$ cat src/rtl/sram_pb_scrubber_if.sv
// ---------------------------------------------------------------------------
// sram_pb_scrubber_if
// Purpose : bundles the client read request, the SRAM read-port drive, the
//           SRAM parity flag and the error-log drain port of sram_pb_scrubber.
// Signals : scrub_en, client_read_en/addr, ecc_pb_error, err_ready  (to block)
//           sram_read_en/addr, err_valid/addr/scrub, err_overflow,
//           err_count, sweep_done                                   (from block)
// Modports: slave  - the scrubber itself
//           master - the client / control logic around it
//
// Handshake (error log): err_valid is high whenever the log holds an entry
// and never depends on err_ready. The head entry (err_addr/err_scrub) is
// consumed on the rising edge where err_valid & err_ready are both high;
// err_addr/err_scrub are stable while err_valid is high and not popped.
// ---------------------------------------------------------------------------
interface sram_pb_scrubber_if #(
  parameter int ADDR_WIDTH = 10
);
  logic                  scrub_en;
  logic                  client_read_en;
  logic [ADDR_WIDTH-1:0] client_read_addr;
  logic                  sram_read_en;
  logic [ADDR_WIDTH-1:0] sram_read_addr;
  logic                  ecc_pb_error;
  logic                  err_valid;
  logic [ADDR_WIDTH-1:0] err_addr;
  logic                  err_scrub;
  logic                  err_ready;
  logic                  err_overflow;
  logic [15:0]           err_count;
  logic                  sweep_done;

  modport slave (
    input  scrub_en, client_read_en, client_read_addr, ecc_pb_error, err_ready,
    output sram_read_en, sram_read_addr, err_valid, err_addr, err_scrub,
           err_overflow, err_count, sweep_done
  );

  modport master (
    output scrub_en, client_read_en, client_read_addr, ecc_pb_error, err_ready,
    input  sram_read_en, sram_read_addr, err_valid, err_addr, err_scrub,
           err_overflow, err_count, sweep_done
  );
endinterface

$ cat src/rtl/sram_pb_scrubber.sv
// ---------------------------------------------------------------------------
// sram_pb_scrubber
// Purpose : read-port manager for a parity-protected 1R1W SRAM. Muxes client
//           reads (always priority) with paced background scrub reads, and
//           logs the address of every read that raised the parity flag into a
//           small FIFO for control logic to drain.
// Ports   : clk       - single clock, rising edge
//           reset     - asynchronous, active-low
//           bus       - sram_pb_scrubber_if.slave (client, SRAM port, log)
//           dbg_state - current scrub FSM state (0 IDLE, 1 WAIT, 2 ISSUE)
// Params  : SIZE (power of two, >= 2), ADDR_WIDTH, INTERVAL (>= 1),
//           LOG_DEPTH (>= 1, log depth is 2**LOG_DEPTH)
// ---------------------------------------------------------------------------
module sram_pb_scrubber #(
  parameter int SIZE       = 1024,
  parameter int ADDR_WIDTH = $clog2(SIZE),
  parameter int INTERVAL   = 64,
  parameter int LOG_DEPTH  = 2
) (
  input  logic                    clk,
  input  logic                    reset,
  sram_pb_scrubber_if.slave       bus,
  output logic [1:0]              dbg_state
);

  localparam int DEPTH = 1 << LOG_DEPTH;
  localparam int CW    = (INTERVAL > 1) ? $clog2(INTERVAL) : 1;
  localparam logic [CW-1:0]         RELOAD    = CW'(INTERVAL - 1);
  localparam logic [ADDR_WIDTH-1:0] LAST_ADDR = ADDR_WIDTH'(SIZE - 1);
  localparam logic [LOG_DEPTH:0]    FULL_OCC  = (LOG_DEPTH + 1)'(DEPTH);

  typedef enum logic [1:0] {
    S_IDLE  = 2'd0,
    S_WAIT  = 2'd1,
    S_ISSUE = 2'd2
  } state_t;

  state_t                r_state;
  state_t                w_state_nxt;
  logic [CW-1:0]         r_cnt;
  logic [ADDR_WIDTH-1:0] r_scrub_addr;
  logic                  r_sweep_done;
  logic                  w_scrub_req;
  logic                  w_scrub_grant;

  // -------------------------------------------------------------------------
  // Scrub FSM: state register
  // -------------------------------------------------------------------------
  always_ff @(posedge clk or negedge reset) begin
    if (!reset) r_state <= S_IDLE;
    else        r_state <= w_state_nxt;
  end

  // -------------------------------------------------------------------------
  // Scrub FSM: next state.
  // The counter reaching 0 in WAIT already makes the read pending in that
  // cycle; ISSUE only holds a read that a client blocked. This is what lets
  // INTERVAL = 1 issue a scrub every cycle and keeps grant spacing exactly
  // INTERVAL when nothing gets in the way.
  // -------------------------------------------------------------------------
  always_comb begin
    w_state_nxt = r_state;
    if (!bus.scrub_en) begin
      w_state_nxt = S_IDLE;
    end else begin
      case (r_state)
        S_IDLE:  w_state_nxt = S_WAIT;
        S_WAIT:  if (r_cnt == '0 && !w_scrub_grant) w_state_nxt = S_ISSUE;
        S_ISSUE: if (w_scrub_grant) w_state_nxt = S_WAIT;
        default: w_state_nxt = S_IDLE;
      endcase
    end
  end

  // -------------------------------------------------------------------------
  // Scrub FSM: outputs. A disabled scrubber never takes the port, even if a
  // read was pending.
  // -------------------------------------------------------------------------
  always_comb begin
    w_scrub_req = 1'b0;
    case (r_state)
      S_WAIT:  w_scrub_req = (r_cnt == '0);
      S_ISSUE: w_scrub_req = 1'b1;
      default: w_scrub_req = 1'b0;
    endcase
    w_scrub_grant = w_scrub_req & bus.scrub_en & ~bus.client_read_en;
  end

  assign dbg_state = r_state;

  // Interval counter: loaded on enable and after each grant, held when
  // disabled so the IDLE state freezes it.
  always_ff @(posedge clk or negedge reset) begin
    if (!reset) begin
      r_cnt <= '0;
    end else if (bus.scrub_en) begin
      if (r_state == S_IDLE || w_scrub_grant)  r_cnt <= RELOAD;
      else if (r_state == S_WAIT && r_cnt != '0) r_cnt <= r_cnt - 1'b1;
    end
  end

  // Scrub address advances only on a granted read; it survives disables.
  always_ff @(posedge clk or negedge reset) begin
    if (!reset) begin
      r_scrub_addr <= '0;
      r_sweep_done <= 1'b0;
    end else begin
      r_sweep_done <= w_scrub_grant && (r_scrub_addr == LAST_ADDR);
      if (w_scrub_grant)
        r_scrub_addr <= (r_scrub_addr == LAST_ADDR) ? '0 : r_scrub_addr + 1'b1;
    end
  end

  // -------------------------------------------------------------------------
  // Read-port mux (zero latency)
  // -------------------------------------------------------------------------
  assign bus.sram_read_en   = bus.client_read_en | w_scrub_grant;
  assign bus.sram_read_addr = bus.client_read_en ? bus.client_read_addr : r_scrub_addr;
  assign bus.sweep_done     = r_sweep_done;

  // -------------------------------------------------------------------------
  // Error log FIFO. Entry = {address, came_from_scrub}.
  // A pop in the same cycle frees the slot, so a full log still accepts.
  // -------------------------------------------------------------------------
  logic [ADDR_WIDTH:0]  r_mem [DEPTH];
  logic [LOG_DEPTH-1:0] r_rd_ptr;
  logic [LOG_DEPTH-1:0] r_wr_ptr;
  logic [LOG_DEPTH:0]   r_occ;
  logic                 r_overflow;
  logic [15:0]          r_err_count;
  logic                 w_push_req;
  logic                 w_pop;
  logic                 w_full;
  logic                 w_push;
  logic                 w_drop;

  assign w_push_req = bus.ecc_pb_error & bus.sram_read_en;
  assign w_pop      = (r_occ != '0) & bus.err_ready;
  assign w_full     = (r_occ == FULL_OCC);
  assign w_push     = w_push_req & (~w_full | w_pop);
  assign w_drop     = w_push_req & w_full & ~w_pop;

  // Storage needs no reset: nothing is read while the log is empty.
  always_ff @(posedge clk) begin
    if (w_push) r_mem[r_wr_ptr] <= {bus.sram_read_addr, w_scrub_grant};
  end

  always_ff @(posedge clk or negedge reset) begin
    if (!reset) begin
      r_rd_ptr <= '0;
      r_wr_ptr <= '0;
      r_occ    <= '0;
    end else begin
      if (w_push) r_wr_ptr <= r_wr_ptr + 1'b1;
      if (w_pop)  r_rd_ptr <= r_rd_ptr + 1'b1;
      case ({w_push, w_pop})
        2'b10:   r_occ <= r_occ + 1'b1;
        2'b01:   r_occ <= r_occ - 1'b1;
        default: r_occ <= r_occ;
      endcase
    end
  end

  // Counts every detected error, including dropped ones; saturates.
  always_ff @(posedge clk or negedge reset) begin
    if (!reset) begin
      r_overflow  <= 1'b0;
      r_err_count <= '0;
    end else begin
      if (w_drop) r_overflow <= 1'b1;
      if (w_push_req && r_err_count != 16'hFFFF) r_err_count <= r_err_count + 16'd1;
    end
  end

  // Head is forced to zero while empty so the outputs read 0 out of reset.
  assign bus.err_valid    = (r_occ != '0);
  assign bus.err_addr     = bus.err_valid ? r_mem[r_rd_ptr][ADDR_WIDTH:1] : '0;
  assign bus.err_scrub    = bus.err_valid ? r_mem[r_rd_ptr][0] : 1'b0;
  assign bus.err_overflow = r_overflow;
  assign bus.err_count    = r_err_count;

endmodule
$ cat src/flat_wrapper.sv
// flat-port wrapper written by rule: the top's interface ports become plain ports
module sram_pb_scrubber_flat 
#(
  parameter int SIZE       = 1024,
  parameter int ADDR_WIDTH = $clog2(SIZE),
  parameter int INTERVAL   = 64,
  parameter int LOG_DEPTH  = 2
)
  (clk, reset, dbg_state, bus_scrub_en, bus_client_read_en, bus_client_read_addr, bus_ecc_pb_error, bus_err_ready, bus_sram_read_en, bus_sram_read_addr, bus_err_valid, bus_err_addr, bus_err_scrub, bus_err_overflow, bus_err_count, bus_sweep_done);
  sram_pb_scrubber_if #(.ADDR_WIDTH(ADDR_WIDTH)) bus_i ();
  input  logic clk;
  input  logic reset;
  output logic [1:0] dbg_state;
  input wire logic [$bits(bus_i.scrub_en)-1:0] bus_scrub_en;
  input wire logic [$bits(bus_i.client_read_en)-1:0] bus_client_read_en;
  input wire logic [$bits(bus_i.client_read_addr)-1:0] bus_client_read_addr;
  input wire logic [$bits(bus_i.ecc_pb_error)-1:0] bus_ecc_pb_error;
  input wire logic [$bits(bus_i.err_ready)-1:0] bus_err_ready;
  output wire logic [$bits(bus_i.sram_read_en)-1:0] bus_sram_read_en;
  output wire logic [$bits(bus_i.sram_read_addr)-1:0] bus_sram_read_addr;
  output wire logic [$bits(bus_i.err_valid)-1:0] bus_err_valid;
  output wire logic [$bits(bus_i.err_addr)-1:0] bus_err_addr;
  output wire logic [$bits(bus_i.err_scrub)-1:0] bus_err_scrub;
  output wire logic [$bits(bus_i.err_overflow)-1:0] bus_err_overflow;
  output wire logic [$bits(bus_i.err_count)-1:0] bus_err_count;
  output wire logic [$bits(bus_i.sweep_done)-1:0] bus_sweep_done;
  assign bus_i.scrub_en = bus_scrub_en;
  assign bus_i.client_read_en = bus_client_read_en;
  assign bus_i.client_read_addr = bus_client_read_addr;
  assign bus_i.ecc_pb_error = bus_ecc_pb_error;
  assign bus_i.err_ready = bus_err_ready;
  assign bus_sram_read_en = bus_i.sram_read_en;
  assign bus_sram_read_addr = bus_i.sram_read_addr;
  assign bus_err_valid = bus_i.err_valid;
  assign bus_err_addr = bus_i.err_addr;
  assign bus_err_scrub = bus_i.err_scrub;
  assign bus_err_overflow = bus_i.err_overflow;
  assign bus_err_count = bus_i.err_count;
  assign bus_sweep_done = bus_i.sweep_done;
  sram_pb_scrubber #(.SIZE(SIZE), .ADDR_WIDTH(ADDR_WIDTH), .INTERVAL(INTERVAL), .LOG_DEPTH(LOG_DEPTH)) u_core (.clk(clk), .reset(reset), .bus(bus_i), .dbg_state(dbg_state));
endmodule
$ cat config.mk
export PLATFORM = sky130hd
export DESIGN_NAME = sram_pb_scrubber_flat
export DESIGN_NICKNAME = d
export VERILOG_FILES = /design/src/rtl/sram_pb_scrubber_if.sv /design/src/rtl/sram_pb_scrubber.sv /design/src/flat_wrapper.sv
export SDC_FILE = /design/constraint.sdc
export NUM_CORES = 1
export LEC_CHECK = 0
export CAP_MARGIN = 20
export CORE_MARGIN = 5
export CORE_UTILIZATION = 35
export DETAILED_ROUTE_END_ITERATION = 6
export PLACE_DENSITY = 0.52
export SLEW_MARGIN = 20
export SYNTH_ARGS = -nofsm -noshare
export SYNTH_HDL_FRONTEND = slang
export SYNTH_SLANG_ARGS = --single-unit
$ cat constraint.sdc
create_clock -name clk -period 5 [get_ports clk]
set_input_delay 0.5 -clock clk [delete_from_list [all_inputs] [get_ports clk]]
set_output_delay 0.5 -clock clk [all_outputs]
set_load 0.03 [all_outputs]
* Word level (Yosys, flattened, before mapping)
Memories as Yosys holds them, arrays and structs flattened.
Cells that the tools add are included.
** Cells by class
- Reductions and logical operators :: 14
- Muxes and demuxes :: 14
- Bitwise operators :: 12
- Add/subtract/negate cells :: 7
- Equal/unequal tests :: 9
** Operator list (count)
- 2-to-1 mux 10 bit :: 3
- adder 16 x 1 -> 16 bit, second input constant :: 1
- inequality test 16 bit, second input constant :: 1
- 2-to-1 mux 6 bit :: 2
- adder 10 x 1 -> 10 bit, second input constant :: 1
- equality test 10 bit, second input constant :: 1
- bitwise AND 1 bit :: 7
- logical NOT 6 bit :: 1
- 2-to-1 mux 2 bit :: 3
- inequality test 3 x 2 -> 1 bit, second input constant :: 2
- case mux 2 bit (3 select lines) :: 1
- case mux 3 bit (2 select lines) :: 1
- nonzero test 6 bit :: 1
- subtractor 6 x 1 -> 6 bit, second input constant :: 1
- adder 2 x 1 -> 2 bit, second input constant :: 2
- equality test 2 x 1 -> 1 bit, second input constant :: 2
- equality test 2 bit, second input constant :: 2
- logical AND 1 bit :: 4
- AND reduction 2 bit :: 2
- nonzero test 2 bit :: 2
- adder 3 x 1 -> 3 bit, second input constant :: 1
- equality test 3 bit, second input constant :: 1
- 2-to-1 mux 1 bit :: 3
- inverter 1 bit :: 3
- 7 further kinds :: 8
** Word-level totals
- Memories kept :: 1
- Bits in registers :: 43
- RAM bits :: 44
- Output and inout port bits :: 43
- Bits of input ports :: 16
** Memory list
- u_core.r_mem :: depth 4, bits a word 11, read ports 1, clocked after memory_dff 0, wr ports 1, line sram_pb_scrubber.sv:125 : logic [ADDR_WIDTH:0] r_mem [DEPTH];

* Logic depth before layout (Yosys ltp)
Gate-level depths: netlist (run 1).
- Depth in word-level cells :: 9
- Depth in mapped cells :: 10

* Worst setup path before layout (run 1)
OpenSTA, ideal clock, no wires.
- Kind :: reg2reg
- Start point :: register u_core.r_state[0] (netlist: u_core.dbg_state[0])
- End point :: register u_core.r_occ[2]
- Library setup time :: 0.067 ns
- Arrival time :: 2.700 ns
- Path slack :: 2.232 ns
- Data required time :: 4.933 ns
- Cell stages (with the launch flop) :: 11
- Cells stage by stage :: dfrtp_1 inv_1 ha_1 nand4bb_1 o21a_1 nor2_1 nor2_1 fa_1 or3_1 o22ai_1 a311o_1
** Between the ends
- Cells in the longest elaborated chain, start to end :: 9
- Elaborated cells on any way between the ends :: 12
- Those cells by class :: 4 x eq/ne; 2 x mux; 5 x bitwise; 1 x reduce/logical
** RTL lines
- start, declared :: line sram_pb_scrubber.sv:38 : state_t r_state;
- start signal, assigned :: line sram_pb_scrubber.sv:51 : else r_state <= w_state_nxt;
- equality test 2 bit / equality test 2 x 1 -> 1 bit (equally long branches) :: line sram_pb_scrubber.sv:81 : case (r_state)
- case mux 1 bit (2 select lines) (*) :: line sram_pb_scrubber.sv:81
- bitwise AND 1 bit (*) (2 in series) :: line sram_pb_scrubber.sv:86 : w_scrub_grant = w_scrub_req & bus.scrub_en & ~bus.client_read_en;
- OR 1 bit (*) :: line sram_pb_scrubber.sv:117 : assign bus.sram_read_en = bus.client_read_en | w_scrub_grant;
- bitwise AND 1 bit (*) :: line sram_pb_scrubber.sv:137 : assign w_push_req = bus.ecc_pb_error & bus.sram_read_en;
- bitwise AND 1 bit (*) :: line sram_pb_scrubber.sv:140 : assign w_push = w_push_req & (~w_full | w_pop);
- equality test 2 x 1 -> 1 bit / equality test 2 bit (equally long branches) :: line sram_pb_scrubber.sv:156 : case ({w_push, w_pop})
- case mux 3 bit (2 select lines) / nonzero test 2 bit (equally long branches)
- end signal, assigned :: line sram_pb_scrubber.sv:157 : 2'b10: r_occ <= r_occ + 1'b1;
- end signal, assigned :: line sram_pb_scrubber.sv:158 : 2'b01: r_occ <= r_occ - 1'b1;
- end signal, assigned :: line sram_pb_scrubber.sv:159 : default: r_occ <= r_occ;
- end, declared :: line sram_pb_scrubber.sv:128 : logic [LOG_DEPTH:0] r_occ;
Every way passes the cells marked *; elsewhere a longest branch is shown, timed or not.
A chain may end at the register's enable or synchronous reset.

* Worst setup path in the final report (run 1)
- Start point :: register u_core.r_rd_ptr[0]
- End point :: output port bus_err_addr[7]
** Between the ends
- Cells in the longest elaborated chain, start to end :: 2
** RTL lines
- start, declared :: line sram_pb_scrubber.sv:126 : logic [LOG_DEPTH-1:0] r_rd_ptr;
- start signal, assigned :: line sram_pb_scrubber.sv:155 : if (w_pop) r_rd_ptr <= r_rd_ptr + 1'b1;
- memory (4 x 11 bit)
- 2-to-1 mux 10 bit :: line sram_pb_scrubber.sv:177 : assign bus.err_addr = bus.err_valid ? r_mem[r_rd_ptr][ADDR_WIDTH:1] : '0;
- end, declared :: line flat_wrapper.sv:22 : output wire logic [$bits(bus_i.err_addr)-1:0] bus_err_addr;
Every way passes these cells.

==> summary.md, run 1 <==
| Metric | Value |
|---|---|
| Critical path class | `flop to output pin` |
| Setup-failing EPs final | `0` |
| Vias in the first global route | `2712` |
| Dpl ws | `1.70 ns` |
| CP Capture Type | `output pin` |
| Area fraction of the dominant cell type after synthesis | `0.323` |
| Fin. max-slew vios | `0` |
| Slew HR | `0.460` |
| Design Power | `2.65 mW` |
| Postcts setup bufs | `0` |
| Lkg Pwr | `1.91 nW` |
| Crit share post-route | `0.615` |
| Hold violation count in the final report | `0` |
| Clock edge transition at the registers on the reported setup and hold paths | `0.07 ns` |
| Clock Path Buffers | `2` |
| Via Count | `2633` |
| Clk_skew | `0.00720 ns` |
| Die span in y | `118 um` |
| DR iter-0 viols | `124` |
| Ys flop type | `edfxtp_1` |
| WP buf/inv | `1` |
| Critical Path Fanout Max | `13` |
| Layout Utilization | `0.446` |
| First-pass GRT wire length | `14.2 mm` |
| Synth Instances | `313` |
| Largest net degree at the start of global routing | `44` |
| Number of remaining DRC errors | `0` |
| Hpwl dp | `6.11 mm` |
| Pre-Repair DR Iteration Count | `4` |
| Synthesis Warnings | `0` |
| Total Wirelength | `8.65 mm` |
| Initial Utilization | `0.357` |
| Fin Setup TNS | `0 ns` |
| Worst Hold Margin | `0.159 ns` |
| CP max-delay cell | `dfrtp_1` |
| Hold_buf cts | `0` |
| Share of cells above drive strength 1 | `0.118` |
| TritonCTS buffer count | `9` |
| Yosys reg bits | `87` |
| Syn Nets | `341` |
| Clk Tree Root Cell | `clkbuf_16` |
| DIE AREA | `14000 um2` |
| Yosys cell types | `54` |
| P&R area growth vs syn | `24.8%` |
| Worst R2R Path Depth | `10` |
| Worst r2r src | `u_core.dbg_state[0]` |
| Ranking of synthesized cells by area | `edfxtp_1, dfrtp_1, mux4_2` |
| Crit-path leading delay family | `flip-flops` |
| Routability congestion estimate | `0.779` |
| CP Launch Type | `flop` |
| Asr flop ratio synth | `0.494` |
| Worst VDD drop | `0.000357 V` |
| Worst path cell trace | `mux4_2, and2_1, clkdlybuf4s50_1` |
| Post-Synthesis Cell Area | `4100 um2` |
| Post-synth EDFFs | `44` |
| Grt total ovfl | `0` |
| Mapped Avg Cell Area | `13.1 um2` |
| Register area share after synthesis | `0.585` |
| Antenna cell count | `0` |
| ANT nets after route | `0` |
| CP arrival | `2.58 ns` |
| Max-cap violations | `0` |
| Antenna violations before repair | `0` |
| Setup repair after global routing missed its margin | `no` |
| Vias per inst | `5.03` |
| Fin worst setup slack | `1.92 ns` |
| Final nets | `403` |
| Status | `complete, no violations` |
| Peak Freq | `0.325 GHz` |
| Post-synth top cells | `edfxtp_1, dfrtp_1, nand2_1` |
| Power Dens Cells | `517 nW/um2` |
| GRT Total Usage | `0.127` |
| I/O pins | `59` |
| Critical Path Max Stage Delay | `0.87 ns` |
| CP required | `4.50 ns` |
| Die width | `118 um` |
| CTS sink count | `87` |
| Worst R2R Setup Slack | `2.06 ns` |
| CTS H-tree lvls | `3` |
| Crit path time final | `3.08 ns` |
| Input/output buffers | `58` |
| CTS resizes | `0` |
| CTS tree | `done` |
| Clk_lat worst skew | `0.34 ns` |
| CORE AREA | `11500 um2` |
| Yosys top cell by area | `edfxtp_1` |
| Worst r2r dst | `u_core.r_occ[2]` |
| Number of cell rows | `39` |
| Drt wl/cell | `16.5 um` |
| Count leader, synth | `edfxtp_1` |
| Slew @ Worst Pin | `0.809 ns` |
| Hold WC Path Type | `input port to async pin` |
## worst max path at each step
stage                             start              end  slack, ns  cells after the start
detailed placement   bus_client_read_en  u_core.r_occ[2]       1.70                      9
global route         u_core.r_rd_ptr[0]    bus_err_scrub       1.75                      3
global placement     bus_client_read_en  u_core.r_occ[2]       1.79                      9
CTS                  u_core.r_rd_ptr[0]  bus_err_addr[7]       1.85                      3
floorplan           u_core.dbg_state[0]  u_core.r_occ[2]       2.23                     10
finish               u_core.r_rd_ptr[0]  bus_err_addr[7]       1.92                      3
## flip-flops by register name, indices dropped and copies added, names as in the netlist
| register | flops |
|---|---|
| u_core.bus.sweep_done | 1 |
| u_core.r_mem | 44 |
| u_core.r_cnt | 6 |
| u_core.dbg_state | 2 |
| u_core.r_rd_ptr | 2 |
| u_core.r_wr_ptr | 2 |
| u_core.bus.err_count | 16 |
| u_core.r_occ | 3 |
| u_core.r_scrub_addr | 10 |
| u_core.bus.err_overflow | 1 |
## cell families after synthesis
kind of cell,Yosys count,share of synthesized area
and+or+nand+nor,104,0.135
DFF,87,0.585
AOI/OAI and AO/OA,38,0.0666
xor gates and xnor gates,27,0.0577
muxes,25,0.0984
buffers and inverters,20,0.0186
adders and majority gates,12,0.0385
## cell usage in the layout (no fill, tap or decap), types with 2 or more instances in the layout
cell type	count
nand3_1	16
inv_1	11
xnor2_1	20
nor3_1	9
inv_2	2
mux2i_1	2
nand2_1	24
xor2_1	7
o21a_1	3
and3_1	2
nand4bb_1	2
nor2_1	16
o31ai_1	3
a21oi_1	3
and2_1	17
dfrtp_1	43
mux2_2	10
clkbuf_16	9
mux4_2	11
ha_1	11
edfxtp_1	44
o21ai_0	11
mux2_1	2
clkdlybuf4s50_1	57
nand4_1	4
nor3b_1	2
a41oi_1	2
inv_6	4
or3_1	4
## layout make-up
type,count,area (um2)
clock buffers,9,225
clock inverters,7,62.6
fillers,1041,6350
inverters,13,48.8
multi-input cells,206,1620
flip-flops and latches,87,2400
well taps,143,179
repair buffers,58,578
## power breakdown
part | internal (mW) | switching (mW)
combinational | 0.458 | 0.513
sequential | 0.876 | 0.152
clock | 0.348 | 0.299
total | 1.68 | 0.964
## per-layer routing
layer,part of all wire,global-route usage
met5,0,0
met4,0.013,0.0459
met3,0.050,0.0349
met2,0.47,0.201
met1,0.46,0.167
## through the flow
| step | instances | area (um2) |
|---|---|---|
| after global routing | 523 | 5110 |
| after floorplan | 313 | 4100 |
| final | 523 | 5110 |
| after CTS | 523 | 5110 |
| after detailed placement | 507 | 4820 |
| after global placement | 507 | 4820 |
Note: power is estimated with default switching activity, not from simulation.
==> run 2, diff against run 1 <==
--- a/config.mk
+++ b/config.mk
@@ -9,7 +9,7 @@
 export CORE_MARGIN = 5
 export CORE_UTILIZATION = 35
 export DETAILED_ROUTE_END_ITERATION = 6
-export PLACE_DENSITY = 0.52
+export PLACE_DENSITY = 0.54
 export SLEW_MARGIN = 20
 export SYNTH_ARGS = -nofsm -noshare
 export SYNTH_HDL_FRONTEND = slang
==> constraint.sdc (replaced) <==
create_clock -name clk -period 2.7 [get_ports clk]
set_input_delay 0.27 -clock clk [delete_from_list [all_inputs] [get_ports clk]]
set_output_delay 0.27 -clock clk [all_outputs]
set_load 0.03 [all_outputs]
==> run 2 against run 1 <==
Against the previous run: the run now ends with hold timing left; sequential power increased by 80%; total power increased by 87%; global-route usage increased by 0.55 points; combinational power increased by 98%; utilization increased by 1.2 points; via count increased by 2.8%; first-iteration DRC count decreased by 4.8%; die area unchanged; clock power increased by 82%; flip-flop and latch count unchanged; critical endpoint is now bus_err_addr[9]; highest routed layer unchanged.
==> summary.md, run 2 (synthesis results as in run 1) <==
| Metric | Value |
|---|---|
| Power Dens Cells | `940 nW/um2` |
| Routability congestion estimate | `0.809` |
| CP max-delay cell | `clkdlybuf4s50_1` |
| Vias in the first global route | `2902` |
| Slew HR | `0.503` |
| Clk Tree Root Cell | `clkbuf_16` |
| Postcts setup bufs | `0` |
| Hold violation count in the final report | `2` |
| Number of cell rows | `39` |
| Total Wirelength | `8.94 mm` |
| Max-cap violations | `0` |
| Vias per inst | `5.05` |
| Layout Utilization | `0.458` |
| Design Power | `4.94 mW` |
| Die span in y | `118 um` |
| CP required | `2.43 ns` |
| Peak Freq | `0.398 GHz` |
| Final nets | `416` |
| Lkg Pwr | `1.98 nW` |
| CP Launch Type | `flop` |
| Largest net degree at the start of global routing | `32` |
| Antenna cell count | `0` |
| DR iter-0 viols | `118` |
| CORE AREA | `11500 um2` |
| Most frequent cells in the layout | `clkdlybuf4s50_1, edfxtp_1, dfrtp_1` |
| P&R area growth vs syn | `28.3%` |
| Initial Utilization | `0.357` |
| GRT Total Usage | `0.132` |
| Clock edge transition at the registers on the reported setup and hold paths | `0.07 ns` |
| Fin. max-slew vios | `0` |
| Share of cells above drive strength 1 | `0.153` |
| Top reg by flops | `u_core.r_mem` |
| Grt total ovfl | `0` |
| Worst Hold Margin | `-0.00767 ns` |
| Input/output buffers | `58` |
| Critical Path Max Stage Delay | `0.59 ns` |
| Setup-failing EPs final | `0` |
| I/O pins | `59` |
| TritonCTS buffer count | `9` |
| Status | `complete, but fails checks` |
| Worst VDD drop | `0.000683 V` |
| First-pass GRT wire length | `14.9 mm` |
| Drt wl/cell | `16.7 um` |
| Die width | `118 um` |
| Critical path class | `flop to output pin` |
| DIE AREA | `14000 um2` |
| Design area | `5260 um2` |
| Crit path time final | `2.52 ns` |
| Clock Path Buffers | `2` |
| Antenna violations before repair | `0` |
| Clk_skew | `0.00821 ns` |
| Hpwl dp | `6.28 mm` |
| Fin Setup TNS | `0 ns` |
| Area after DPL | `4970 um2` |
| CP Capture Type | `output pin` |
| Slew @ Worst Pin | `0.746 ns` |
| CP arrival | `2.25 ns` |
| Crit share post-route | `0.932` |
| CTS H-tree lvls | `3` |
| CTS tree | `done` |
| Setup repair after global routing missed its margin | `no` |
| ANT nets after route | `0` |
| Number of remaining DRC errors | `0` |
| Commonest non-fill, non-tap cell in the layout | `clkdlybuf4s50_1` |
| Clk_lat worst skew | `0.34 ns` |
| Critical Path Fanout Max | `13` |
| CTS sink count | `87` |
| Worst path cell trace | `buf_4, mux4_2, and2_1, clkdlybuf4s50_1` |
| Pre-Repair DR Iteration Count | `4` |
| Via Count | `2706` |
| Hold WC Path Type | `input port to async pin` |
| Failing checks | `hold timing` |
| Largest register FFs | `44` |
[run 2: cell count changes in the layout (fill, tap and decap cells not counted), sizes merged]
cell           change
clkdlybuf4s50      -1
clkbuf             +1
buf               +13
dlygate4sd2        +1
inv                -4
clkinv             +3
[run 2: what timing repair did]
item,4_1_cts,5_1_grt
gates resized for setup,1,0
hold endpoints to repair,0,0
endpoints found under the setup margin,1,0
hold buffers,0,0
[run 2: layout make-up]
cell class                      count  area (um2)
Clock inverter                      6        43.8
Sequential cell                    87        2400
Fill cell                        1079        6210
Timing Repair Buffer               71         722
Multi-Input combinational cell    206        1620
Clock buffer                       10         239
Inverter                           13        48.8
Tap cell                          143         179
[run 2: per-layer routing]
layer,GRT usage,routed length (um)
met1,0.161,3940
met2,0.225,4550
met3,0.0382,334
met4,0.0452,112
met5,0,0
[run 2: per-stage QoR]
stage | instances | setup WS (ns)
2_1_floorplan | 313 | 0.0416
6_report | 536 | 0.185
3_3_place_gp | 520 | 0.189
3_5_place_dp | 520 | 0.126
5_1_grt | 536 | 0.0401
4_1_cts | 536 | 0.151
[run 2: critical path, delay by kind of cell, from the launching register on]
family                 cells  cell delay (ns)
buffers and inverters      2             0.86
DFF                        1             0.32
muxes                      1             0.55
and+or+nand+nor            1             0.17
[run 2: final timing paths]
kind                                          from                      end  slack, ns  cells after the start
max                             u_core.r_rd_ptr[0]          bus_err_addr[9]       0.18                      4
min                                          reset       u_core.r_rd_ptr[1]     -0.008                      1
max reg2reg                    u_core.dbg_state[1]          u_core.r_occ[2]       0.18                     10
min reg2reg                u_core.bus.err_overflow  u_core.bus.err_overflow       0.47                      1
max in group asynchronous                    reset          u_core.r_cnt[2]       2.02                      2
min in group clk           u_core.bus.err_overflow  u_core.bus.err_overflow       0.47                      1
[run 2: power by group]
group / internal [mW] / switching [mW]
Clock: 0.652 / 0.524
Sequential: 1.62 / 0.221
Combinational: 0.909 / 1.01
Total: 3.18 / 1.76
